--- config.mk ---
export PLATFORM = sky130hd
export DESIGN_NAME = branch_predictor
export DESIGN_NICKNAME = d
export VERILOG_FILES = /design/src/rtl/bp_pkg.sv /design/src/rtl/bp_sat_ctr.sv /design/src/rtl/branch_predictor.sv
export SDC_FILE = /design/constraint.sdc
export NUM_CORES = 2
export LEC_CHECK = 0
export ABC_AREA = 1
export BUFFER_PORTS_ARGS = -buffer_cell sky130_fd_sc_hd__buf_2
export CORE_MARGIN = 5
export CORE_UTILIZATION = 60
export DETAILED_ROUTE_END_ITERATION = 6
export PLACE_DENSITY_LB_ADDON = 0.05
export SLEW_MARGIN = 20
export SYNTH_ARGS = -nofsm -noshare
export SYNTH_HDL_FRONTEND = slang
export SYNTH_SLANG_ARGS = --single-unit
--- constraint.sdc ---
create_clock -name clk -period 7.41 [get_ports clk]
set_input_delay 1.482 -clock clk [delete_from_list [all_inputs] [get_ports clk]]
set_output_delay 1.482 -clock clk [all_outputs]
set_load 0.005 [all_outputs]
--- src/rtl/bp_pkg.sv ---
// Shared types and sizing helpers for the branch predictor.
//   upd_kind_t    : kind of control transfer reported by execute
//   idx_width()   : BTB index width for a given entry count
//   tag_width()   : BTB tag width for a given PC width and entry count
//   ctr_init()    : counter value written on allocation (weakly taken)
//   ctr_max()     : counter saturation ceiling
package bp_pkg;

    typedef enum logic [1:0] {
        UpdBr   = 2'd0,
        UpdJal  = 2'd1,
        UpdJalr = 2'd2,
        UpdNone = 2'd3
    } upd_kind_t;

    localparam int unsigned CtrWidthDefault = 2;

    function automatic int unsigned idx_width(input int unsigned entries);
        return $clog2(entries);
    endfunction

    // PC bits [1:0] are always zero, so the tag starts above the index.
    function automatic int unsigned tag_width(input int unsigned addr_w,
                                              input int unsigned entries);
        return addr_w - $clog2(entries) - 2;
    endfunction

    function automatic int unsigned ctr_init(input int unsigned ctr_w);
        return 32'd1 << (ctr_w - 1);
    endfunction

    function automatic int unsigned ctr_max(input int unsigned ctr_w);
        return (32'd1 << ctr_w) - 32'd1;
    endfunction

    localparam int unsigned CtrInitDefault = 2;

endpackage

--- src/rtl/bp_sat_ctr.sv ---
// Saturating up/down counter with synchronous load, one per BTB entry.
//   clk      : clock
//   load     : overwrite with load_val (highest priority)
//   load_val : value to load
//   inc      : count up, holding at all-ones
//   dec      : count down, holding at zero
//   value    : current count
// No reset: the owning entry's valid bit makes the count meaningful.
module bp_sat_ctr #(
    parameter int unsigned WIDTH = 2
) (
    input  logic             clk,
    input  logic             load,
    input  logic [WIDTH-1:0] load_val,
    input  logic             inc,
    input  logic             dec,
    output logic [WIDTH-1:0] value
);

    logic [WIDTH-1:0] cnt_q;
    logic [WIDTH-1:0] cnt_d;

    always_comb begin
        cnt_d = cnt_q;
        if (load) begin
            cnt_d = load_val;
        end else if (inc && (cnt_q != '1)) begin
            cnt_d = cnt_q + WIDTH'(1);
        end else if (dec && (cnt_q != '0)) begin
            cnt_d = cnt_q - WIDTH'(1);
        end
    end

    always_ff @(posedge clk) begin
        cnt_q <= cnt_d;
    end

    assign value = cnt_q;

endmodule

--- src/rtl/branch_predictor.sv ---
// Direct-mapped BTB branch predictor with per-entry saturating counters.
//   clk, rst                     : clock, synchronous active-high reset
//   pcf                          : fetch PC to look up
//   pred_taken_f, pred_target_f  : zero-latency prediction for pcf
//   upd_en_e, upd_kind_e, pce    : control transfer resolving in execute
//   taken_e, target_e            : its actual outcome
//   pred_taken_e, pred_target_e  : the prediction it was fetched with
//   mispredict_e, redirect_pc_e  : fetch redirect request and correct PC
//   branch_cnt, mispredict_cnt   : saturating performance counters
module branch_predictor
    import bp_pkg::*;
#(
    parameter int unsigned ADDRESS_WIDTH = 32,
    parameter int unsigned ENTRIES       = 16,
    parameter int unsigned CTR_WIDTH     = CtrWidthDefault,
    parameter bit          PREDICT_JALR  = 1'b0
) (
    input  logic                     clk,
    input  logic                     rst,
    input  logic [ADDRESS_WIDTH-1:0] pcf,
    output logic                     pred_taken_f,
    output logic [ADDRESS_WIDTH-1:0] pred_target_f,
    input  logic                     upd_en_e,
    input  logic [1:0]               upd_kind_e,
    input  logic [ADDRESS_WIDTH-1:0] pce,
    input  logic                     taken_e,
    input  logic [ADDRESS_WIDTH-1:0] target_e,
    input  logic                     pred_taken_e,
    input  logic [ADDRESS_WIDTH-1:0] pred_target_e,
    output logic                     mispredict_e,
    output logic [ADDRESS_WIDTH-1:0] redirect_pc_e,
    output logic [31:0]              branch_cnt,
    output logic [31:0]              mispredict_cnt
);

    localparam int unsigned IdxW = idx_width(ENTRIES);
    localparam int unsigned TagW = tag_width(ADDRESS_WIDTH, ENTRIES);
    localparam logic [CTR_WIDTH-1:0]     CtrInit = CTR_WIDTH'(ctr_init(CTR_WIDTH));
    localparam logic [ADDRESS_WIDTH-1:0] PcStep  = ADDRESS_WIDTH'(4);

    typedef struct packed {
        logic                     valid;
        logic [TagW-1:0]          tag;
        logic [ADDRESS_WIDTH-1:0] target;
        logic [CTR_WIDTH-1:0]     ctr;
    } btb_entry_t;

    logic [ENTRIES-1:0]       valid_q;
    logic [TagW-1:0]          tag_q    [ENTRIES];
    logic [ADDRESS_WIDTH-1:0] target_q [ENTRIES];
    logic [CTR_WIDTH-1:0]     ctr_val  [ENTRIES];
    btb_entry_t               btb      [ENTRIES];

    always_comb begin
        for (int i = 0; i < int'(ENTRIES); i++) begin
            btb[i] = '{valid: valid_q[i], tag: tag_q[i], target: target_q[i], ctr: ctr_val[i]};
        end
    end

    // Byte-offset bits never matter for 4-byte aligned instructions.
    logic unused_pc_lsbs;
    assign unused_pc_lsbs = ^{pcf[1:0], pce[1:0]};

    // ---------------- fetch-side lookup ----------------
    logic [IdxW-1:0] idx_f;
    logic [TagW-1:0] tag_f;
    btb_entry_t      ent_f;
    logic            hit_f;

    assign idx_f = pcf[IdxW+1:2];
    assign tag_f = pcf[ADDRESS_WIDTH-1:IdxW+2];
    assign ent_f = btb[idx_f];
    assign hit_f = ent_f.valid && (ent_f.tag == tag_f);

    // ctr >= CtrInit is exactly "counter MSB set".
    assign pred_taken_f  = !rst && hit_f && (ent_f.ctr >= CtrInit);
    assign pred_target_f = pred_taken_f ? ent_f.target : (pcf + PcStep);

    // ---------------- execute-side check and training ----------------
    upd_kind_t       kind_e;
    logic [IdxW-1:0] idx_e;
    logic [TagW-1:0] tag_e;
    btb_entry_t      ent_e;
    logic            hit_e;
    logic            check_active;
    logic            train;
    logic            train_taken;

    assign kind_e = upd_kind_t'(upd_kind_e);
    assign idx_e  = pce[IdxW+1:2];
    assign tag_e  = pce[ADDRESS_WIDTH-1:IdxW+2];
    assign ent_e  = btb[idx_e];
    assign hit_e  = ent_e.valid && (ent_e.tag == tag_e);

    assign check_active = !rst && upd_en_e && (kind_e != UpdNone);
    assign train = !rst && upd_en_e &&
                   ((kind_e == UpdBr) || (kind_e == UpdJal) ||
                    ((kind_e == UpdJalr) && PREDICT_JALR));
    // Unconditional jumps always train as taken.
    assign train_taken = (kind_e == UpdBr) ? taken_e : 1'b1;

    assign mispredict_e  = check_active &&
                           ((pred_taken_e != taken_e) ||
                            (taken_e && (pred_target_e != target_e)));
    assign redirect_pc_e = (check_active && taken_e) ? target_e : (pce + PcStep);

    always_ff @(posedge clk) begin
        if (rst) begin
            valid_q <= '0;
        end else if (train && train_taken) begin
            // A taken miss evicts whatever occupies the slot.
            if (!hit_e) begin
                valid_q[idx_e] <= 1'b1;
                tag_q[idx_e]   <= tag_e;
            end
            target_q[idx_e] <= target_e;
        end
    end

    for (genvar i = 0; i < int'(ENTRIES); i++) begin : g_ctr
        logic sel;
        assign sel = train && (idx_e == IdxW'(i));

        bp_sat_ctr #(
            .WIDTH(CTR_WIDTH)
        ) u_ctr (
            .clk     (clk),
            .load    (sel && !hit_e && train_taken),
            .load_val(CtrInit),
            .inc     (sel && hit_e && train_taken),
            .dec     (sel && hit_e && !train_taken),
            .value   (ctr_val[i])
        );
    end

    // ---------------- performance counters ----------------
    logic [31:0] branch_cnt_q;
    logic [31:0] mispredict_cnt_q;

    always_ff @(posedge clk) begin
        if (rst) begin
            branch_cnt_q     <= '0;
            mispredict_cnt_q <= '0;
        end else begin
            if (train && (branch_cnt_q != '1)) begin
                branch_cnt_q <= branch_cnt_q + 32'd1;
            end
            if (mispredict_e && (mispredict_cnt_q != '1)) begin
                mispredict_cnt_q <= mispredict_cnt_q + 32'd1;
            end
        end
    end

    assign branch_cnt     = branch_cnt_q;
    assign mispredict_cnt = mispredict_cnt_q;

endmodule

==> results.cfg <==
[routing]
wire_per_inst_um = 24.7
antenna_left = 0
first_iter_violations = 6237
first_pass_iters = 7
drc = 0
detailroute.via_count = 43100
avgViaCountPerCell = 6.17
finalWirelength_um = 173000

[sta]
finalHoldViolations = 0
worst-slew-pin-transition_ns = 1.11
slew_headroom_pct = 25.6
rsz0062_at_grt = false
skew_ns = 0.0227
max_freq_mhz = 151
min_clock_period_post_route_ns = 6.62
tns_ns = 0
layout_worst_path_cycle_share_pct = 89.4
timing_max_transition_violations_final = 0
setup_viol = 0
hold_ws_ns = 0.479

[placement]
gpl.final_weighted_congestion = 0.991
place_inst = 6774
postPlaceCellArea_mm2 = 0.0534
detailed_place_hpwl_um = 106000
port-buffer-count = 264

[synth]
synthesis.nets = 5739
synth-compound-area-share_pct = 12.0
synth.yosys.warnings = 0
parity_gate_share_of_the_synthesized_area_counting_xor_and_xnor_cells_pct = 1.59
synth.mux.area_fraction_pct = 0
synth_top_family_by_area = simple AND/OR/NAND/NOR gates
average_footprint_of_a_synthesized_cell_um2 = 9.08
synth_cells = 5597
synthAdderAreaFrac_pct = 0.172
synth_simple_gate_area_share_pct = 20.0
netlist_area_mm2 = 0.0508
synth_seq_area_share_pct = 59.2
synth.lib_cells_used.distinct = 48
synth_register_bits = 1040

[clock_tree]
postCtsHoldBufs = 0
cts_root_buffer = sky130_fd_sc_hd__clkbuf_16
cts_setup_buffers = 0
cts-buffers-inserted = 106
tritoncts = done
tritoncts_num_sinks = 1040
cts_max_level = 3
clk_pin_slew_ns = 0.07
clock_latency_at_the_later_pin_of_the_worst_skew_pair_ns = 0.71
post_cts_resize_count = 0
cts.path.max_buffers = 3

[critical_path]
worstPathCellList = buf_2, clkinv_2, buf_4, buf_4, nor3_2, nand3_1, nor3_1, nand3_1, nor2_1, nand2_1, nor2_1, nand3b_1, nor2_1, nand3_1, nand2_1, nand3_1, nand2_1, buf_2
required_ns = 5.93
start_kind = input port
critical_path_sink_type = primary output
path_delay_family = simple AND/OR/NAND/NOR gates
timing.critical_path.fanout_max = 33
critical_path.max_stage_delay_ns = 0.44
timing.setup.critical_path_class = in2out
cp_slowest_cell = sky130_fd_sc_hd__nor3_2
cp_common_cell = sky130_fd_sc_hd__nand3_1
worstPathArrival_ns = 5.14
sum_of_buffers_and_inverters_on_the_critical_path = 5

[layout]
area_delta_synth_final_pct = 12.0
nNetsFinal = 5890
post_route_cells_drive_above_1_share_pct = 9.92
final_design_area_no_fill_mm2 = 0.0569
layoutNonFillerInstCount = 6987

[global_routing]
grt_pass1_vias = 39300
grt_max_degree = 234
antenna_found_initial = 20
grt_pass1_wl_um = 252000
gr-total-overflow = 0
gr-usage-all-layers_pct = 37.2

[die]
die_h_um = 301
floorplan.initialDensity_pct = 60.6
total_die_area_mm2 = 0.0906
die-width_um = 301
row_count = 106
pin_count = 265
core_mm2 = 0.0838

[pwr]
power_leakage_uw = 0.0220
power_density_mw_per_mm2 = 229
irDropWorstVdd_mv = 0.197

[run_status]
run_status = complete, no violations

[min_path]
hold_path_class = reg2reg

[job]
cap_violations = 0
-- logic make-up (layout without fill, tap and decap cells) --
group,Yosys count,in the layout
DFF,1040,1040
xor gates and xnor gates,92,92
other,0,16
adders and majority gates,7,7
buffers and inverters,867,1107
and+or+nand+nor,2466,2466
AOI/OAI and AO/OA,1125,1125
-- registers in the layout, indices dropped and copies added (netlist names) --
register / flops
target_q: 512
tag_q: 416
branch_cnt: 32
g_ctr.u_ctr.value: 32
mispredict_cnt: 32
valid_q: 16
-- worst reg2reg max path, stage by stage, from the launching register on --
cell	delay [ns]
sky130_fd_sc_hd__edfxtp_1	0.39
sky130_fd_sc_hd__nand2_1	0.09
sky130_fd_sc_hd__o21ai_0	0.10
sky130_fd_sc_hd__nand2_1	0.09
sky130_fd_sc_hd__nand2_1	0.07
sky130_fd_sc_hd__nand2_1	0.07
sky130_fd_sc_hd__nand2_1	0.09
sky130_fd_sc_hd__nor2_1	0.10
sky130_fd_sc_hd__nand2_1	0.05
sky130_fd_sc_hd__nand2_1	0.06
sky130_fd_sc_hd__nand2_1	0.05
sky130_fd_sc_hd__nor2_1	0.51
sky130_fd_sc_hd__nand3_1	0.26
sky130_fd_sc_hd__nor2_4	0.57
sky130_fd_sc_hd__buf_12	0.33
sky130_fd_sc_hd__nor2_4	0.22
sky130_fd_sc_hd__buf_4	0.30
-- layout make-up --
class / instances / area [um2]
fillers: 6614 / 26900
clock buffers: 137 / 2870
multi-input cells: 3690 / 17400
flip-flops and latches: 1040 / 30100
repair buffers: 364 / 2330
diodes: 16 / 40.0
well taps: 1134 / 1420
clock inverters: 60 / 637
inverters: 546 / 2070
-- final timing paths --
| check | start | endpoint | slack (ns) | cells after the start |
|---|---|---|---|---|
| worst max-delay path | pcf[5] | pred_target_f[27] | 0.79 | 18 |
| worst min-delay path | g_ctr[1].u_ctr.value[0] | g_ctr[1].u_ctr.value[0] | 0.48 | 2 |
| worst max register to register | tag_q[3][4] | tag_q[14][18] | 3.78 | 16 |
| worst min register to register | g_ctr[1].u_ctr.value[0] | g_ctr[1].u_ctr.value[0] | 0.48 | 2 |
-- synthesized netlist by cell type, drive strengths merged --
library cell / number / area (um2)
buf: 162 / 893
clkinv: 1 / 3.75
ha: 7 / 87.6
a31oi: 4 / 25.0
a32o: 1 / 10.0
xnor2: 17 / 149
o21a: 18 / 135
a211o: 2 / 17.5
nand2: 1258 / 4720
nor3b: 8 / 65.1
clkbuf: 159 / 597
o22ai: 83 / 519
o221ai: 49 / 429
a211oi: 3 / 22.5
nor2: 645 / 2440
nand3b: 3 / 22.5
and2: 1 / 6.26
dfxtp: 112 / 2240
nand3: 401 / 2010
a2111oi: 1 / 8.76
a21o: 2 / 15.0
or2: 5 / 31.3
inv: 545 / 2050
a221oi: 3 / 26.3
and3b: 1 / 8.76
o311ai: 7 / 61.3
and3: 4 / 25.0
o211ai: 34 / 255
edfxtp: 928 / 27900
a21oi: 269 / 1350
nor4: 16 / 106
o21ai: 649 / 3250
nor3: 54 / 285
nand4: 70 / 438
xor2: 75 / 657
-- layout by cell type (no fill, tap or decap), types with 110 or more instances in the layout --
| cell type | count |
|---|---|
| sky130_fd_sc_hd__o21ai_0 | 622 |
| sky130_fd_sc_hd__edfxtp_1 | 928 |
| sky130_fd_sc_hd__nor2_1 | 607 |
| sky130_fd_sc_hd__a21oi_1 | 269 |
| sky130_fd_sc_hd__nand3_1 | 400 |
| sky130_fd_sc_hd__inv_1 | 534 |
| sky130_fd_sc_hd__clkbuf_16 | 110 |
| sky130_fd_sc_hd__nand2_1 | 1258 |
| sky130_fd_sc_hd__dfxtp_1 | 112 |
| sky130_fd_sc_hd__buf_2 | 259 |
-- through the flow --
| step | power, uW | setup WS [ns] | utilization (%) |
|---|---|---|---|
| floorplan | 7180 | 1.66 | - |
| global placement | 7680 | 0.898 | 63.7 |
| detailed placement | 7690 | 0.907 | 63.7 |
| CTS | 13000 | 0.892 | 67.9 |
| global route | 13400 | 0.631 | 67.9 |
| finish | 13000 | 0.789 | 67.9 |
-- per-layer routing --
layer / track usage, % / routed length (um) / up-vias
li1: - / - / 19400
met4: 13.2 / 6930 / 6
met2: 54.7 / 74100 / 3019
met3: 9.86 / 25200 / 437
met1: 54.1 / 66500 / 20300
met5: 0 / 46 / -
-- power breakdown --
group          switching [uW]  total [uW]  internal [uW]
clock                    2330        5430           3100
sequential               10.1        6420           6410
combinational             891        1190            302
total                    3230       13000           9810
(Power assumes the default switching activity.)
